## src/rtl/monta_bloco.sv

```systemverilog
// Byte-stream to 128-bit block assembler with a valid/ready output register.
// Define MONTA_BLOCO_PKCS7_EN for PKCS#7 padding; otherwise pad bytes are PAD_BYTE.
module monta_bloco #(
  parameter logic [7:0] PAD_BYTE = 8'h00
) (
  input  logic         clk,
  input  logic         rst_n,
  input  logic [7:0]   in_byte,
  input  logic         in_valid,
  input  logic         in_last,
  output logic         in_ready,
  output logic [127:0] bloco,
  output logic         out_valid,
  output logic         out_last,
  input  logic         out_ready
);

`ifdef MONTA_BLOCO_PKCS7_EN
  localparam logic PKCS = 1'b1;
`else
  localparam logic PKCS = 1'b0;
`endif

  typedef enum logic [1:0] {COLETA, FECHA, EXTRA} state_t;

  state_t       state, state_next;
  logic [3:0]   cnt, cnt_next;
  logic         msg_end, msg_end_next;
  logic         pad_pend, pad_pend_next;
  logic [127:0] fill;
  logic [7:0]   pad_value;
  logic         byte_xfer;
  logic         move;

  assign in_ready  = rst_n & (state == COLETA);
  assign byte_xfer = in_valid & in_ready;
  // A closed block (or pending pad block) moves out once the output register is free
  assign move      = (state != COLETA) & (~out_valid | out_ready);

`ifdef MONTA_BLOCO_PKCS7_EN
  // Last byte lands at position cnt, so cnt+1 real bytes and 15-cnt pad bytes
  assign pad_value = 8'd15 - {4'd0, cnt};
`else
  assign pad_value = PAD_BYTE;
`endif

  generate
    for (genvar gi = 0; gi < 16; gi++) begin : g_lane
      logic [7:0] lane;
      logic       wr;
      logic       pad;

      assign wr  = byte_xfer & (cnt == 4'(gi));
      assign pad = byte_xfer & in_last & (cnt < 4'(gi));
      assign fill[127-8*gi -: 8] = lane;

      always_ff @(posedge clk or negedge rst_n) begin
        if (!rst_n) begin
          lane <= 8'h00;
        end else if (wr) begin
          lane <= in_byte;
        end else if (pad) begin
          lane <= pad_value;
        end
      end
    end
  endgenerate

  always_comb begin
    state_next    = state;
    cnt_next      = cnt;
    msg_end_next  = msg_end;
    pad_pend_next = pad_pend;
    unique case (state)
      COLETA: begin
        if (byte_xfer) begin
          cnt_next = cnt + 4'd1;
          if (in_last || cnt == 4'd15) begin
            state_next    = FECHA;
            // PKCS message ending on a boundary defers out_last to the extra block
            pad_pend_next = PKCS & in_last & (cnt == 4'd15);
            msg_end_next  = in_last & ~pad_pend_next;
          end
        end
      end
      FECHA: begin
        if (move) begin
          cnt_next   = 4'd0;
          state_next = pad_pend ? EXTRA : COLETA;
        end
      end
      EXTRA: begin
        if (move) begin
          state_next    = COLETA;
          pad_pend_next = 1'b0;
        end
      end
      default: state_next = COLETA;
    endcase
  end

  always_ff @(posedge clk or negedge rst_n) begin
    if (!rst_n) begin
      state    <= COLETA;
      cnt      <= 4'd0;
      msg_end  <= 1'b0;
      pad_pend <= 1'b0;
    end else begin
      state    <= state_next;
      cnt      <= cnt_next;
      msg_end  <= msg_end_next;
      pad_pend <= pad_pend_next;
    end
  end

  always_ff @(posedge clk or negedge rst_n) begin
    if (!rst_n) begin
      bloco     <= 128'h0;
      out_valid <= 1'b0;
      out_last  <= 1'b0;
    end else if (move) begin
      bloco     <= (state == EXTRA) ? {16{8'h10}} : fill;
      out_valid <= 1'b1;
      out_last  <= (state == EXTRA) | msg_end;
    end else if (out_ready) begin
      out_valid <= 1'b0;
    end
  end

endmodule
```

## config.mk

```make
export PLATFORM = sky130hd
export DESIGN_NAME = monta_bloco
export DESIGN_NICKNAME = d
export VERILOG_FILES = /design/src/rtl/monta_bloco.sv
export SDC_FILE = /design/constraint.sdc
export NUM_CORES = 1
export LEC_CHECK = 0
export BUFFER_PORTS_ARGS = -buffer_cell sky130_fd_sc_hd__clkbuf_2
export CAP_MARGIN = 20
export CORE_ASPECT_RATIO = 1.75
export CORE_MARGIN = 2
export CORE_UTILIZATION = 57
export DETAILED_ROUTE_END_ITERATION = 10
export PLACE_DENSITY = 0.79
export SETUP_SLACK_MARGIN = 0.5
export SYNTH_ARGS = -nofsm -noshare
export SYNTH_HDL_FRONTEND = slang
export SYNTH_SLANG_ARGS = --single-unit
```

## constraint.sdc

```tcl
create_clock -name clk -period 2.9 [get_ports clk]
set_input_delay 0.145 -clock clk [delete_from_list [all_inputs] [get_ports clk]]
set_output_delay 0.145 -clock clk [all_outputs]
set_load 0.02 [all_outputs]
```

==> results of run 1 <==
## cells by family (layout without fill, tap and decap cells)
logic type / after synthesis / after routing / share of synthesized area [%]
muxes: 162 / 162 / 17.1
DFF: 264 / 264 / 63.0
buffers and inverters: 86 / 227 / 3.38
AOI/OAI and AO/OA: 132 / 132 / 9.95
and+or+nand+nor: 103 / 103 / 5.93
adders and majority gates: 5 / 5 / 0.597
## per-stage QoR
stage | total power (uW) | cells | cell area [um2] | worst slack [ns] | util [%]
3_5_place_dp | 7220 | 1087 | 11400 | 0.702 | 63.2
6_report | 10100 | 1127 | 12200 | 0.674 | 67.4
2_1_floorplan | 6380 | 752 | 10500 | 0.554 | -
4_1_cts | 10200 | 1126 | 12100 | 0.677 | 67.2
3_3_place_gp | 7140 | 1087 | 11400 | 0.775 | 63.2
5_1_grt | 10600 | 1127 | 12200 | 0.509 | 67.4
## layer usage
layer | track usage [%] | part of all wire, % | wire, um
met4 | 8.62 | 2.7 | 630
met2 | 42.5 | 52 | 12300
met5 | 0 | 0 | 0
met1 | 32.4 | 40 | 9570
met3 | 3.30 | 4.9 | 1160
## sequential cells by signal, indices dropped and copies added (netlist names)
signal / cells
bloco: 128
g_lane.lane: 128
cnt: 4
msg_end: 1
out_last: 1
out_valid: 1
state: 1
## synth_stat cells (all sizes together), types with 10 or more instances
library cell	count
clkbuf	28
nand2	19
o31ai	17
dfrtp	264
and3	12
nor4	10
mux2	138
nand3	20
inv	29
a22o	73
o21ai	21
mux2i	24
buf	29
## worst paths after layout
path                       depth (start not counted)               from                 end  slack [ns]
setup / recovery                                   5             cnt[0]   g_lane[5].lane[0]        0.67
hold / removal                                     3          out_ready           out_valid        0.03
setup reg to reg                                   5             cnt[0]   g_lane[5].lane[0]        0.67
hold reg to reg                                    1  g_lane[8].lane[7]   g_lane[8].lane[7]        0.50
max in group asynchronous                          3              rst_n  g_lane[15].lane[3]        1.70
min in group asynchronous                          2              rst_n  g_lane[11].lane[2]        0.08
## cell type report
type	instances	area, um2	area share (%)
well taps	234	293	2.41
clock buffers	33	673	5.53
flip-flops and latches	264	6610	54.3
clock inverters	5	53.8	0.442
repair buffers	160	901	7.40
multi-input cells	402	3530	29.0
inverters	29	109	0.894
## worst reg2reg max path: cells and delay by family, from the launching register on
| kind | cells | cell delay [ns] |
|---|---|---|
| simple gates | 2 | 0.87 |
| compound gates | 1 | 0.14 |
| fa+ha+maj | 1 | 0.24 |
| flops | 1 | 0.59 |
| buf+inv | 1 | 0.23 |
## what timing repair did
item                                    CTS  global route
endpoints found under the setup margin    0             1
hold buffers                              1             0
gates resized for setup                   0             1
endpoints found under the hold margin    25             0
## power breakdown
part	internal, uW	total [uW]	switching (uW)
Combinational	1050	2500	1440
Sequential	4260	4670	408
Clock	1700	2980	1280
==> results.md, run 1 <==
Run status:
- The run finished with clean final reports.

STA:
- The final setup violation count is 0.
- Setup repair after global routing left no endpoint under its margin.
- The clock period could shrink to 2.23 ns.
- The maximum clock frequency is 0.449 GHz.
- The final max-slew violation count was 0.
- Hold is met by 0.0317 ns.
- The actual slew at the worst max-slew pin is roughly 1 ns.
- The clock arrives with ~0.0076 ns of skew.
- The final critical path takes up 76.8% of the cycle.
- The number of hold-slack violations in the final timing report is 0.
- Measured against its own limit, the worst slew margin works out to 32.8%.
- Summed over all failing endpoints, the final setup total negative slack is 0 ns.

Job:
- The number of maximum-capacitance constraint violations is 0.

Setup path:
- The endpoint type of the worst setup path is a flop.
- The peak per-stage delay on the critical path is 0.80 ns.
- The slowest stage of the critical path is the sky130_fd_sc_hd__nor3_1 cell.
- The arrival time at the worst endpoint is 2.57 ns.
- Along the worst path, the maximum fanout reaches 18.
- The signal on the critical path passes through inv_1, ha_1, nor2b_1, nor3_1, o31ai_1.
- Grouping stages by cell kind, the critical path spends the most delay in simple AND/OR/NAND/NOR gates.
- The element type at the critical path start is a flop.
- The number of buffer and inverter instances along the worst setup path is 1.
- The type of the worst setup path is reg2reg.
- At the worst endpoint, the required time is 3.24 ns.

Power and ir drop:
- IR analysis of the VDD net gives a maximum drop of just over 0.5 mV.
- In this run the static leakage power is 0.00617 uW.
- The power density over cell area is 833 nW/um2.

Routing:
- The first detailed-routing pass took 5 iterations.
- The overall via count from detail_route is 6674.
- The number of design-rule violations left by the first detailed-router iteration is about 500.
- After detailed routing, the number of remaining DRC violations is 0.
- The detail route stage leaves a number of antenna-violating nets equal to 0.
- For this block, the routed nets add up to around 24 mm of wire.
- The via density per instance is 5.92.
- Dividing the detail-routed wire length by the instance count gives 21.0 um.

Floorplan:
- The floorplan step set the die height to 183 um.
- The floorplan has 65 rows.
- The core region is roughly 18000 um2.
- The horizontal die dimension is 107 um.
- Once the floorplan was initialized, standard cells occupied 58.1% of the core.
- The floorplan step defined a die boundary enclosing 19500 um2.
- The number of I/O pins is ~140.

Clocking:
- The tree built by TritonCTS fans out to 264 sinks.
- After clock tree synthesis, the clock-pin slew on the worst setup and hold paths is 0.07 ns.
- The number of buffers created by CTS is 23.
- TritonCTS built the clock tree.
- The clock latency reported for the late side of the worst-skew pair is 0.50 ns.
- In this run the post-CTS setup repair buffer count came out at 0.
- The level count of the clock H-tree is 1.
- The number of buffers on the longest clock path is 3.
- The root cell of the clock tree is sky130_fd_sc_hd__clkbuf_16.

Logic synthesis:
- For this run, asynchronously set or reset flops after synthesis account for 100%.
- The number of distinct library cells after synthesis is 44.
- The synthesized netlist net count is 770.
- Summing the sequential cell areas from Yosys gives between 60% and 70% of the chip area.
- In this run, synthesis produced a sequential element count of 264.
- In the post-synthesis netlist, the biggest area contributors are sky130_fd_sc_hd__dfrtp_1, sky130_fd_sc_hd__mux2_2, sky130_fd_sc_hd__a22o_1.
- The number of enable-type register cells in the synthesized netlist is 0.
- The largest total area in the synthesized netlist belongs to sky130_fd_sc_hd__dfrtp_1.
- The top flip-flop cell by instance count after synthesis is sky130_fd_sc_hd__dfrtp_1.
- Dividing the synthesized area by the synthesized cell count gives 13.9 um2.
- Counting every instance in the synthesized netlist gives between 700 and 800.
- The total of warnings raised by yosys is 0.
- Of the post-synthesis cell area, the dominant cell type holds 63.0%.
- The cell area after synthesis is roughly 10000 um2.

Cells and area:
- 0 antenna diodes ended up in the layout.
- The library cells used most frequently in the layout, excluding fill and tap cells, are sky130_fd_sc_hd__dfrtp_1, sky130_fd_sc_hd__clkbuf_2, sky130_fd_sc_hd__mux2_2.
- Leaving out fill and tap cells, the most frequent cell in the layout is sky130_fd_sc_hd__dfrtp_1.
- The number of nets in the finished design is 898.
- The number of fill cells is approximately 1300.
- The post-route netlist has 37.6% of its cells at a drive strength greater than 1.
- The area growth from synthesis to layout is 16.1%.

GRT:
- The via count of the first global-routing pass was 6788.
- The pin count of the biggest net entering global routing is 156.
- The overall overflow remaining after global route is 0.
- The wire length of the first global-routing pass is 37.7 mm.
- The initial antenna violation count is 0.
- Global routing used 24.7% of the available tracks.

Place:
- The detailed placer's ending HPWL is between 15 and 20 mm.
- The number of I/O port buffers is 143.
- The final weighted congestion in routability-driven placement is 0.843.

Min path:
- The path class of the tightest hold or removal check is in2reg.
(Power assumes the default switching activity.)
==> run 2, diff against run 1 <==
ABC_AREA = 1   (was not set)
CORE_UTILIZATION = 52   (was 57)
PLACE_DENSITY = 0.76   (was 0.79)
clock period = 1.91 ns   (was 2.9 ns; I/O delays follow)
==> results.md, run 2 <==
Clocking:
- The number of buffers created by CTS came to 23 (unchanged).
- The clock latency reported for the late side of the worst-skew pair came to 0.52 ns (+0.02 ns).
- The clock-pin slew on the worst setup and hold paths is 0.07 ns (about the same).
- The clock tree from TritonCTS is built.
- The tree is rooted in a sky130_fd_sc_hd__clkbuf_16.
- The level count of the clock H-tree is 1 (unchanged).
- The clock sink count is 264 (unchanged).
- The number of buffers on the longest clock path is 3 (unchanged).

Power and ir drop:
- The largest voltage drop on the vdd net was 1.26 mV (+140%).
- The power dissipated by switching net loads is 5970 uW (+91%).
- The proportion of total power due to net switching was 35.7% (+4.8 points).
- The internal power is 10800 uW (+54%).
- The power density over cell area came to 1270 nW/um2 (+53%).
- The register share of total power is 43.1% (-2.9 points).
- The part of the total power dissipated in combinational logic is 29.6% (+5.0 points).
- The static leakage is 0.00763 uW (+24%).
- The clock power share came to 27.3% (-2.1 points).

Setup path:
- The arrival time at the worst endpoint came to 1.88 ns (-0.69 ns).
- The top fanout value on the critical path was 16 (-2).
- The endpoint type of the worst setup path is a flop.
- The worst setup path is launched from a flop.
- Traced cell by cell, the critical path runs through inv_2, nand3_4, nor2_4, buf_6, nand2_8, nand3_1, nand2_1.
- The type of the worst setup path is reg2reg.
- The peak per-stage delay on the critical path is 0.39 ns (-0.41 ns).
- The worst-path cell with the longest stage delay is sky130_fd_sc_hd__dfrtp_1.
- The start point of the critical path is state[0].
- The data required time of the worst path was 2.31 ns (-0.93 ns).
- The worst reg2reg path startpoint is state[0].

Place:
- The number of I/O port buffers came to 143 (unchanged).
- The detailed placer's ending HPWL came to 16.5 mm (+6.2%).
- The final weighted congestion in routability-driven placement was 0.805 (-4.5%).

Routing:
- The number of nets with antenna violations after routing was 0 (unchanged).
- The via density per instance is 5.37 (-9.4%).
- The detailed-route wire length per cell is 18.1 um (-14%).
- The number of iterations in the first detailed-routing pass is 5 (unchanged).
- The number of design-rule violations left by the first detailed-router iteration came to 793 (+54%).
- The wire length after detailed routing came to 29.6 mm (+25%).
- The post-detailed-route DRC marker count is 0 (unchanged).
- The overall via count from detail_route is 8801 (+32%).

GRT:
- The overall overflow remaining after global route is 0 (unchanged).
- The via count of the first global-routing pass is 8597 (+27%).
- The pin count of the biggest net entering global routing is 138 (-12%).
- The initial antenna violation count is 0 (unchanged).
- The wire length of the first global-routing pass came to 44.6 mm (+18%).
- The global router's overall resource usage is 25.4% (+0.73 points).

STA:
- The total negative slack for setup checks is 0 ns (unchanged).
- The final max-slew violation count is 0 (unchanged).
- The final setup violation count is 0 (unchanged).
- The remaining max-slew budget at the tightest pin came to 41.8% (+9.0 points).
- The clock tree skew after final layout is 0.0150 ns (+0.00741 ns).
- The actual slew at the worst max-slew pin came to 0.870 ns (-0.131 ns).
- The final critical-path required period came to 1.48 ns (-0.745 ns).
- Setup repair after global routing could not meet its margin everywhere.
- The number of hold-slack violations in the final timing report came to 0 (unchanged).
- The final period utilization is 77.5% (+0.79 points).
- The maximum clock frequency is 0.675 GHz (+50%).

Logic synthesis:
- The dominant cell type by area after synthesis is sky130_fd_sc_hd__dfrtp_1.
- The proportion of netlist area held by the largest area contributor is 61.9% (-1.2 points).
- The async set-reset flop share out of synthesis is 100% (unchanged).
- The top flip-flop cell by instance count after synthesis is sky130_fd_sc_hd__dfrtp_1.
- The commonest cells after synthesis are sky130_fd_sc_hd__nand2_1, sky130_fd_sc_hd__dfrtp_1, sky130_fd_sc_hd__nand3_1.
- The synthesized area per cell came to 8.82 um2 (-37%).
- The synthesized netlist net count is 1228 (+59%).
- The synthesis-stage register bit count was 264 (unchanged).
- The number of enable-type register cells in the synthesized netlist is 0 (unchanged).
- The total of warnings raised by yosys is 0 (unchanged).
- The number of instances in the synthesized netlist is 1210 (+61%).
- The cell area after synthesis is 10700 um2 (+1.9%).
- Yosys instantiated no cell more often than sky130_fd_sc_hd__nand2_1.
- The number of distinct library cells after synthesis is 25 (-43%).
- The sequential share of the synthesized area came to 61.9% (-1.2 points).
- In the post-synthesis netlist, the biggest area contributors are sky130_fd_sc_hd__dfrtp_1, sky130_fd_sc_hd__nand2_1, sky130_fd_sc_hd__nand3_1.

Cells and area:
- The area overhead of the layout relative to synthesis is 23.1%.
- The largest registers in the layout are bloco: 128 flops, g_lane.lane: 128 flops, cnt: 4 flops.
- The number of diodes added for antenna fixing was 0 (unchanged).
- In the layout the commonest cells are sky130_fd_sc_hd__nand2_1, sky130_fd_sc_hd__dfrtp_1, sky130_fd_sc_hd__clkbuf_2.
- The library cell used most frequently in the layout, excluding fill and tap cells, is sky130_fd_sc_hd__nand2_1.
- The number of nets in the finished design is 1397 (+56%).
- The fraction of layout instances using a drive strength above 1 is 22.7% (-15 points).
- The share of the core filled with cells in the final layout is 65.1% (-2.3 points).

Floorplan:
- The placeable core region came to 20200 um2 (+12%).
- The total number of placement rows was 69 (+6.2%).
- The floorplan die height is 194 um (+5.5%).
- The area of the die is 21700 um2 (+11%).
- The effective utilization at floorplan is 52.9% (-5.2 points).
- The number of I/O pins came to 144 (unchanged).
- The horizontal die dimension came to 112 um (+5.5%).

Run status:
- The run finished with clean final reports.

Min path:
- The startpoint identified for the worst hold timing path is rst_n.
- The path type of the worst min-delay path is in2reg.

Job:
- The number of maximum-capacitance constraint violations is 0 (unchanged).
## run 2: changes by cell type in the layout (fill, tap and decap cells not counted), moves of 12 or more
cell / previous run / this run
sky130_fd_sc_hd__nand3_1: 20 / 135
sky130_fd_sc_hd__a22o_1: 73 / 0
sky130_fd_sc_hd__nand2_4: 0 / 18
sky130_fd_sc_hd__o31ai_1: 17 / 0
sky130_fd_sc_hd__inv_1: 29 / 15
sky130_fd_sc_hd__o21ai_0: 19 / 5
sky130_fd_sc_hd__mux2i_1: 24 / 0
sky130_fd_sc_hd__mux2_2: 138 / 0
sky130_fd_sc_hd__nand2_1: 19 / 631
sky130_fd_sc_hd__and3_1: 12 / 0
sky130_fd_sc_hd__buf_4: 13 / 26
## run 2: kinds of logic after synthesis
kind of cell    count (synthesis)  synth area share [%]
compound gates                 18                 0.855
fa+ha+maj                       5                 0.586
buf+inv                        94                  4.41
flops                         264                  61.9
simple gates                  829                  32.3
## run 2: worst max-delay path, delay by kind of cell (launching register included)
kind | cells | cell delay [ns]
DFF | 1 | 0.39
and+or+nand+nor | 5 | 0.69
buffers and inverters | 2 | 0.26
## run 2: layer usage
metal	vias up	track usage, %	part of all wire (%)
li1	4121	-	-
met1	4267	32.6	38
met2	341	45.2	53
met3	72	2.79	5.8
met4	0	7.81	3.5
met5	-	0	0
## run 2: cell type report
| cell class | instances | area [um2] |
|---|---|---|
| Fill cell | 1694 | 7050 |
| Sequential cell | 264 | 6610 |
| Multi-Input combinational cell | 856 | 3910 |
| Timing Repair Buffer | 196 | 1400 |
| Clock buffer | 34 | 667 |
| Tap cell | 248 | 310 |
| Inverter | 37 | 190 |
| Clock inverter | 4 | 60.1 |
| Timing Repair inverter | 1 | 6.26 |
## run 2: through the flow
stage	setup slack (ns)	hold slack (ns)	instance area (um2)	std cells	total power, uW
6_report	0.429	0.0179	13100	1640	16700
4_1_cts	0.447	0.00153	12600	1619	16100
3_5_place_dp	0.0133	0.117	11600	1559	11100
5_1_grt	0.333	0.0371	13100	1640	17500
2_1_floorplan	0.500	-0.200	10700	1210	9770
3_3_place_gp	0.100	0.119	11600	1559	11000
## run 2: power by group through the flow
stage | registers, uW | logic, uW | clock network, uW
finish | 7210 | 4950 | 4570
global route | 7290 | 5330 | 4840
CTS | 7180 | 4260 | 4630
detailed placement | 7270 | 3800 | 0
global placement | 7250 | 3710 | 0
floorplan | 7730 | 2030 | 0
## run 2: worst paths after layout
path / endpoint / slack (ns) / cells past startpoint
min in group asynchronous: g_lane[1].lane[1] / 0.35 / 3
setup reg to reg: g_lane[4].lane[6] / 0.43 / 7
setup / recovery: g_lane[4].lane[6] / 0.43 / 7
hold / removal: msg_end / 0.02 / 3
hold reg to reg: bloco[87] / 0.47 / 2
max in group asynchronous: g_lane[7].lane[1] / 0.75 / 4
## run 2: timing repair
item                                    4_1_cts  5_1_grt
gates cloned                                  4        8
gates resized for setup                      32       79
buffers inserted                             14       13
hold buffers                                  4        0
hold endpoints to repair                     21        0
pin swaps                                     4       16
endpoints found under the setup margin      202      220
